[config.mk]
export PLATFORM = sky130hd
export DESIGN_NAME = instruction_fetch
export DESIGN_NICKNAME = d
export VERILOG_FILES = /design/src/rtl/instruction_fetch.sv
export SDC_FILE = /design/constraint.sdc
export NUM_CORES = 1
export LEC_CHECK = 0
export CAP_MARGIN = 20
export CORE_MARGIN = 4
export CORE_UTILIZATION = 65
export DETAILED_ROUTE_END_ITERATION = 12
export DONT_BUFFER_PORTS = 1
export GPL_TIMING_DRIVEN = 0
export HOLD_SLACK_MARGIN = 0.06
export PLACE_DENSITY_LB_ADDON = 0.3
export SETUP_SLACK_MARGIN = 0.4
export SLEW_MARGIN = 30
export SYNTH_ARGS = -nofsm -noshare
export SYNTH_HDL_FRONTEND = slang
export SYNTH_SLANG_ARGS = --single-unit
[constraint.sdc]
create_clock -name Clock -period 6.7 [get_ports Clock]
set_input_delay 0.67 -clock Clock [delete_from_list [all_inputs] [get_ports Clock]]
set_output_delay 0.67 -clock Clock [all_outputs]
set_load 0.05 [all_outputs]
[src/rtl/instruction_fetch.sv]
// Instruction fetch unit: fetch PC, single-outstanding memory request FSM and a small in-order instruction buffer.
// Define IFETCH_BUFFER2_EN for a two-entry buffer; the default build keeps a single holding register.
module instruction_fetch #(
   parameter int SIZE    = 6,
   parameter int INSTR_W = 16
) (
   input  logic               Clock,
   input  logic               Reset,
   input  logic               Enable,
   input  logic               Branch_taken,
   input  logic [SIZE-1:0]    Branch_target,
   output logic               Mem_req,
   output logic [SIZE-1:0]    Mem_addr,
   input  logic               Mem_ack,
   input  logic [INSTR_W-1:0] Mem_data,
   output logic               Instr_valid,
   input  logic               Instr_ready,
   output logic [INSTR_W-1:0] Instr_out,
   output logic [SIZE-1:0]    PC_out
);

`ifdef IFETCH_BUFFER2_EN
   localparam int unsigned DEPTH = 2;
`else
   localparam int unsigned DEPTH = 1;
`endif

   typedef enum logic {
      S_IDLE,
      S_WAIT
   } state_t;

   state_t               state;
   state_t               state_next;
   logic                 issue;
   logic                 accept;
   logic                 pop;
   logic                 discard;
   logic [1:0]           count;
   logic [SIZE-1:0]      fetch_pc;
   logic [SIZE-1:0]      req_addr;
   int unsigned          push_idx;
   logic [INSTR_W-1:0]   buf_data [DEPTH];
   logic [SIZE-1:0]      buf_pc   [DEPTH];

   assign Instr_valid = (count != 2'd0);
   assign Instr_out   = buf_data[0];
   assign PC_out      = buf_pc[0];
   assign Mem_req     = (state == S_WAIT);
   assign Mem_addr    = req_addr;

   always_ff @(posedge Clock or negedge Reset) begin
      if (!Reset) begin
         state <= S_IDLE;
      end else begin
         state <= state_next;
      end
   end

   // A redirect in IDLE holds off the issue so the next request already uses the new target.
   always_comb begin
      state_next = state;
      issue      = 1'b0;
      accept     = 1'b0;
      case (state)
         S_IDLE: begin
            if (Enable && !Branch_taken && (count < 2'(DEPTH))) begin
               issue      = 1'b1;
               state_next = S_WAIT;
            end
         end
         S_WAIT: begin
            if (Mem_ack) begin
               accept     = !discard && !Branch_taken;
               state_next = S_IDLE;
            end
         end
         default: state_next = S_IDLE;
      endcase
   end

   always_comb begin
      pop      = Instr_valid && Instr_ready;
      push_idx = 32'(count) - (pop ? 32'd1 : 32'd0);
   end

   always_ff @(posedge Clock or negedge Reset) begin
      if (!Reset) begin
         fetch_pc <= '0;
         req_addr <= '0;
         discard  <= 1'b0;
      end else begin
         if (issue) begin
            req_addr <= fetch_pc;
         end
         if (Branch_taken) begin
            fetch_pc <= Branch_target;
         end else if (accept) begin
            fetch_pc <= fetch_pc + 1'b1;
         end
         // A redirect during the ack cycle drops that response directly; only a still-pending one needs the flag.
         if (state == S_WAIT) begin
            if (Mem_ack) begin
               discard <= 1'b0;
            end else if (Branch_taken) begin
               discard <= 1'b1;
            end
         end
      end
   end

   always_ff @(posedge Clock or negedge Reset) begin
      if (!Reset) begin
         count <= 2'd0;
         for (int unsigned i = 0; i < DEPTH; i++) begin
            buf_data[i] <= '0;
            buf_pc[i]   <= '0;
         end
      end else if (Branch_taken) begin
         count <= 2'd0;
      end else begin
         if (pop) begin
            for (int unsigned i = 0; i + 1 < DEPTH; i++) begin
               buf_data[i] <= buf_data[i+1];
               buf_pc[i]   <= buf_pc[i+1];
            end
         end
         for (int unsigned i = 0; i < DEPTH; i++) begin
            if (accept && (i == push_idx)) begin
               buf_data[i] <= Mem_data;
               buf_pc[i]   <= req_addr;
            end
         end
         count <= count + {1'b0, accept} - {1'b0, pop};
      end
   end

endmodule

==> flow_summary.yaml <==
sta:
  min_period_ps: 2521
  timing.final.ws_setup_ps: 4179
  timing.fmax_mhz: 396.7
  drv_slew: 0
  tns_ps: 0
  relSlewSlack: 0.6266
  timing_hold_violations_final: 0
  fin_crit_sh: 0.3762
  tightest_slew_ps: 557.8
  timing.hold.ws_ps: 155.5
  setup_viol: 0
  grt_setup_unrepaired: "no"
  finClkSkew_ps: 11.70
critical_path:
  cp.arrival_ps: 2740
  crit_end: "Instr_out[0]"
  critPathMaxFanout: 10
  crit_chain: "or2_4, and2_2, ha_1, ha_1, nand2_1, nor4_4, buf_6, mux2_2"
  crit_type: "reg -> reg"
  endpoint_kind: "register"
  cp-startpoint: "count[1]"
  start_kind: "register"
  cp_slowest_cell: "dfrtp_1"
  reg2regPathDepth: 8
  max_stage_delay_ps: 420
  crit_top_cell: "ha_1"
  timing.rr.end: "Instr_out[0]"
  required_ps: 6910
  regToRegSetupSlack_ps: 4180
  r2r-start: "count[1]"
cts:
  clk_latency_ps: 330
  numCtsBuffers: 5
  cts.sinks: 38
  clk_pin_slew_ps: 120
  cts_resized: 0
  hold_buffers: 1
  root_buffer: "clkbuf_4"
  cts_tree: "built"
  clock_path_buffers: 2
  postCtsSetupRepairBufs: 0
  htree_levels: 2
final_layout:
  fillers: 170
  antennaDiodeCount: 0
  area_delta_synth_final_pct: 7.196
  layoutNonFillerInstCount: 161
  final_nets: 163
  drive_gt1_frac: 0.3511
floorplan:
  ios: 58
  core_area_um2: 2477
  fp.dieH_um: 58.94
  rows: 18
  die_area_um2: 3474
  start_util: 0.6808
  die_w_um: 58.94
synthesis:
  synth_ff_type: "dfrtp_1"
  yosysTopAreaCell: "dfrtp_1"
  syn_area_per_cell_um2: 13.82
  synth_area_leaders: "dfrtp_1, mux2_2, ha_1"
  synthArstFlopShare: 1.000
  synthCells: 122
  synth_seq_cells: 38
  seq_area_frac_synth: 0.5638
  syn_nets: 155
  ys_types: 29
  syn_area_um2: 1687
  synth_enable_flop_cells: 0
  synth_warnings: 0
  synth_top_area_frac: 0.5638
drt:
  avgViaCountPerCell: 5.888
  drc_errors: 0
  num_vias: 948
  totalWireLength_um: 3005
  postRouteAntennaNets: 0
  first_pass_iters: 2
  wl_per_cell_um: 18.66
  drt_iter0_drc: 27
run_status:
  status: "finished clean"
global_route:
  grt_pass1_vias: 1071
  grtUsageTotal: 0.1897
  overflow: 0
  grt_pass1_wl_um: 4933
  antenna_found_initial: 0
  grt_max_degree: 39
placed_design:
  gp_congestion: 0.7276
  place_ws_ps: 4219
  dp_hpwl_um: 2264
  portBuffers: 0
  dp_cells: 152
worst_hold_path:
  hold_path_class: "in -> async"
flow_run:
  maxCapViolCount: 0
synth_stat cells (all sizes together), types with 2 or more instances:
cell and number:
nor2 4, buf 3, o21ai 4, ha 5, inv 6, xor2 3
dfrtp 38, nand2 6, nand3 3, clkbuf 2, nand4b 2, a21oi 2
mux2 28
layer usage:
metal | vias up | track usage | share of wire
li1 | 446 | - | -
met1 | 462 | 0.2416 | 0.39
met2 | 36 | 0.3155 | 0.53
met3 | 4 | 0.05921 | 0.075
met4 | 0 | 0.04854 | 0.0090
met5 | - | 0 | 0
logic make-up after synthesis:
group | synth area share
flip-flops | 0.5638
multiplexers | 0.1929
AND/OR/NAND/NOR | 0.1046
AO/OA/AOI/OAI | 0.04303
buffers and inverters | 0.03783
adder cells (fa/ha/maj) | 0.03709
XOR/XNOR | 0.02078
cells in the final DEF, fill, tap and decap left out, drive strengths merged, types with 2 or more instances in the layout:
| cell type | instances |
|---|---|
| dfrtp | 38 |
| mux2 | 28 |
| clkbuf | 8 |
| inv | 6 |
| nand2 | 6 |
| ha | 5 |
| nor2 | 4 |
| o21ai | 4 |
| buf | 4 |
| xor2 | 3 |
| nand3 | 3 |
| a21oi | 2 |
| nand4b | 2 |
through the flow:
step | instance area, µm² | utilization
after floorplan | 1687 | -
after global placement | 1724 | 0.6960
after detailed placement | 1724 | 0.6960
after CTS | 1808 | 0.7298
after global routing | 1808 | 0.7298
final | 1808 | 0.7298
sequential cells by signal, indices dropped and copies added, names as in the netlist:
register   flops
Instr_out     16
Mem_addr       6
Mem_req        1
PC_out         6
count          2
discard        1
fetch_pc       6
worst max-delay path: cells and delay by family, from the launching register on:
| family | cells | cell delay, ps |
|---|---|---|
| multiplexers | 1 | 350 |
| flip-flops | 1 | 420 |
| buffers and inverters | 1 | 220 |
| adder cells (fa/ha/maj) | 2 | 450 |
| AND/OR/NAND/NOR | 4 | 970 |
cell type report:
class	instances	area (µm²)	area share
Sequential cell	38	950.9	0.5260
Multi-Input combinational cell	73	671.9	0.3716
Tap cell	30	37.54	0.02076
Clock buffer	6	51.30	0.02837
Inverter	6	22.52	0.01246
Timing Repair Buffer	1	20.02	0.01107
Clock inverter	2	12.51	0.006920
Buffer	5	41.29	0.02284
worst min-delay path by stage:
| stage | start | end | cells past startpoint |
|---|---|---|---|
| 5_1_grt | Reset | Instr_out[6] | 1 |
| 4_1_cts | Reset | Instr_out[6] | 1 |
| 2_1_floorplan | Reset | Instr_out[0] | 0 |
| 3_5_place_dp | Reset | Instr_out[10] | 0 |
| 6_report | Reset | Instr_out[6] | 1 |
| 3_3_place_gp | Reset | count[1] | 0 |
Power is left out: the tool's default activity adds up to more than one toggle a clock period on the data nets, which glitch-free logic cannot reach.
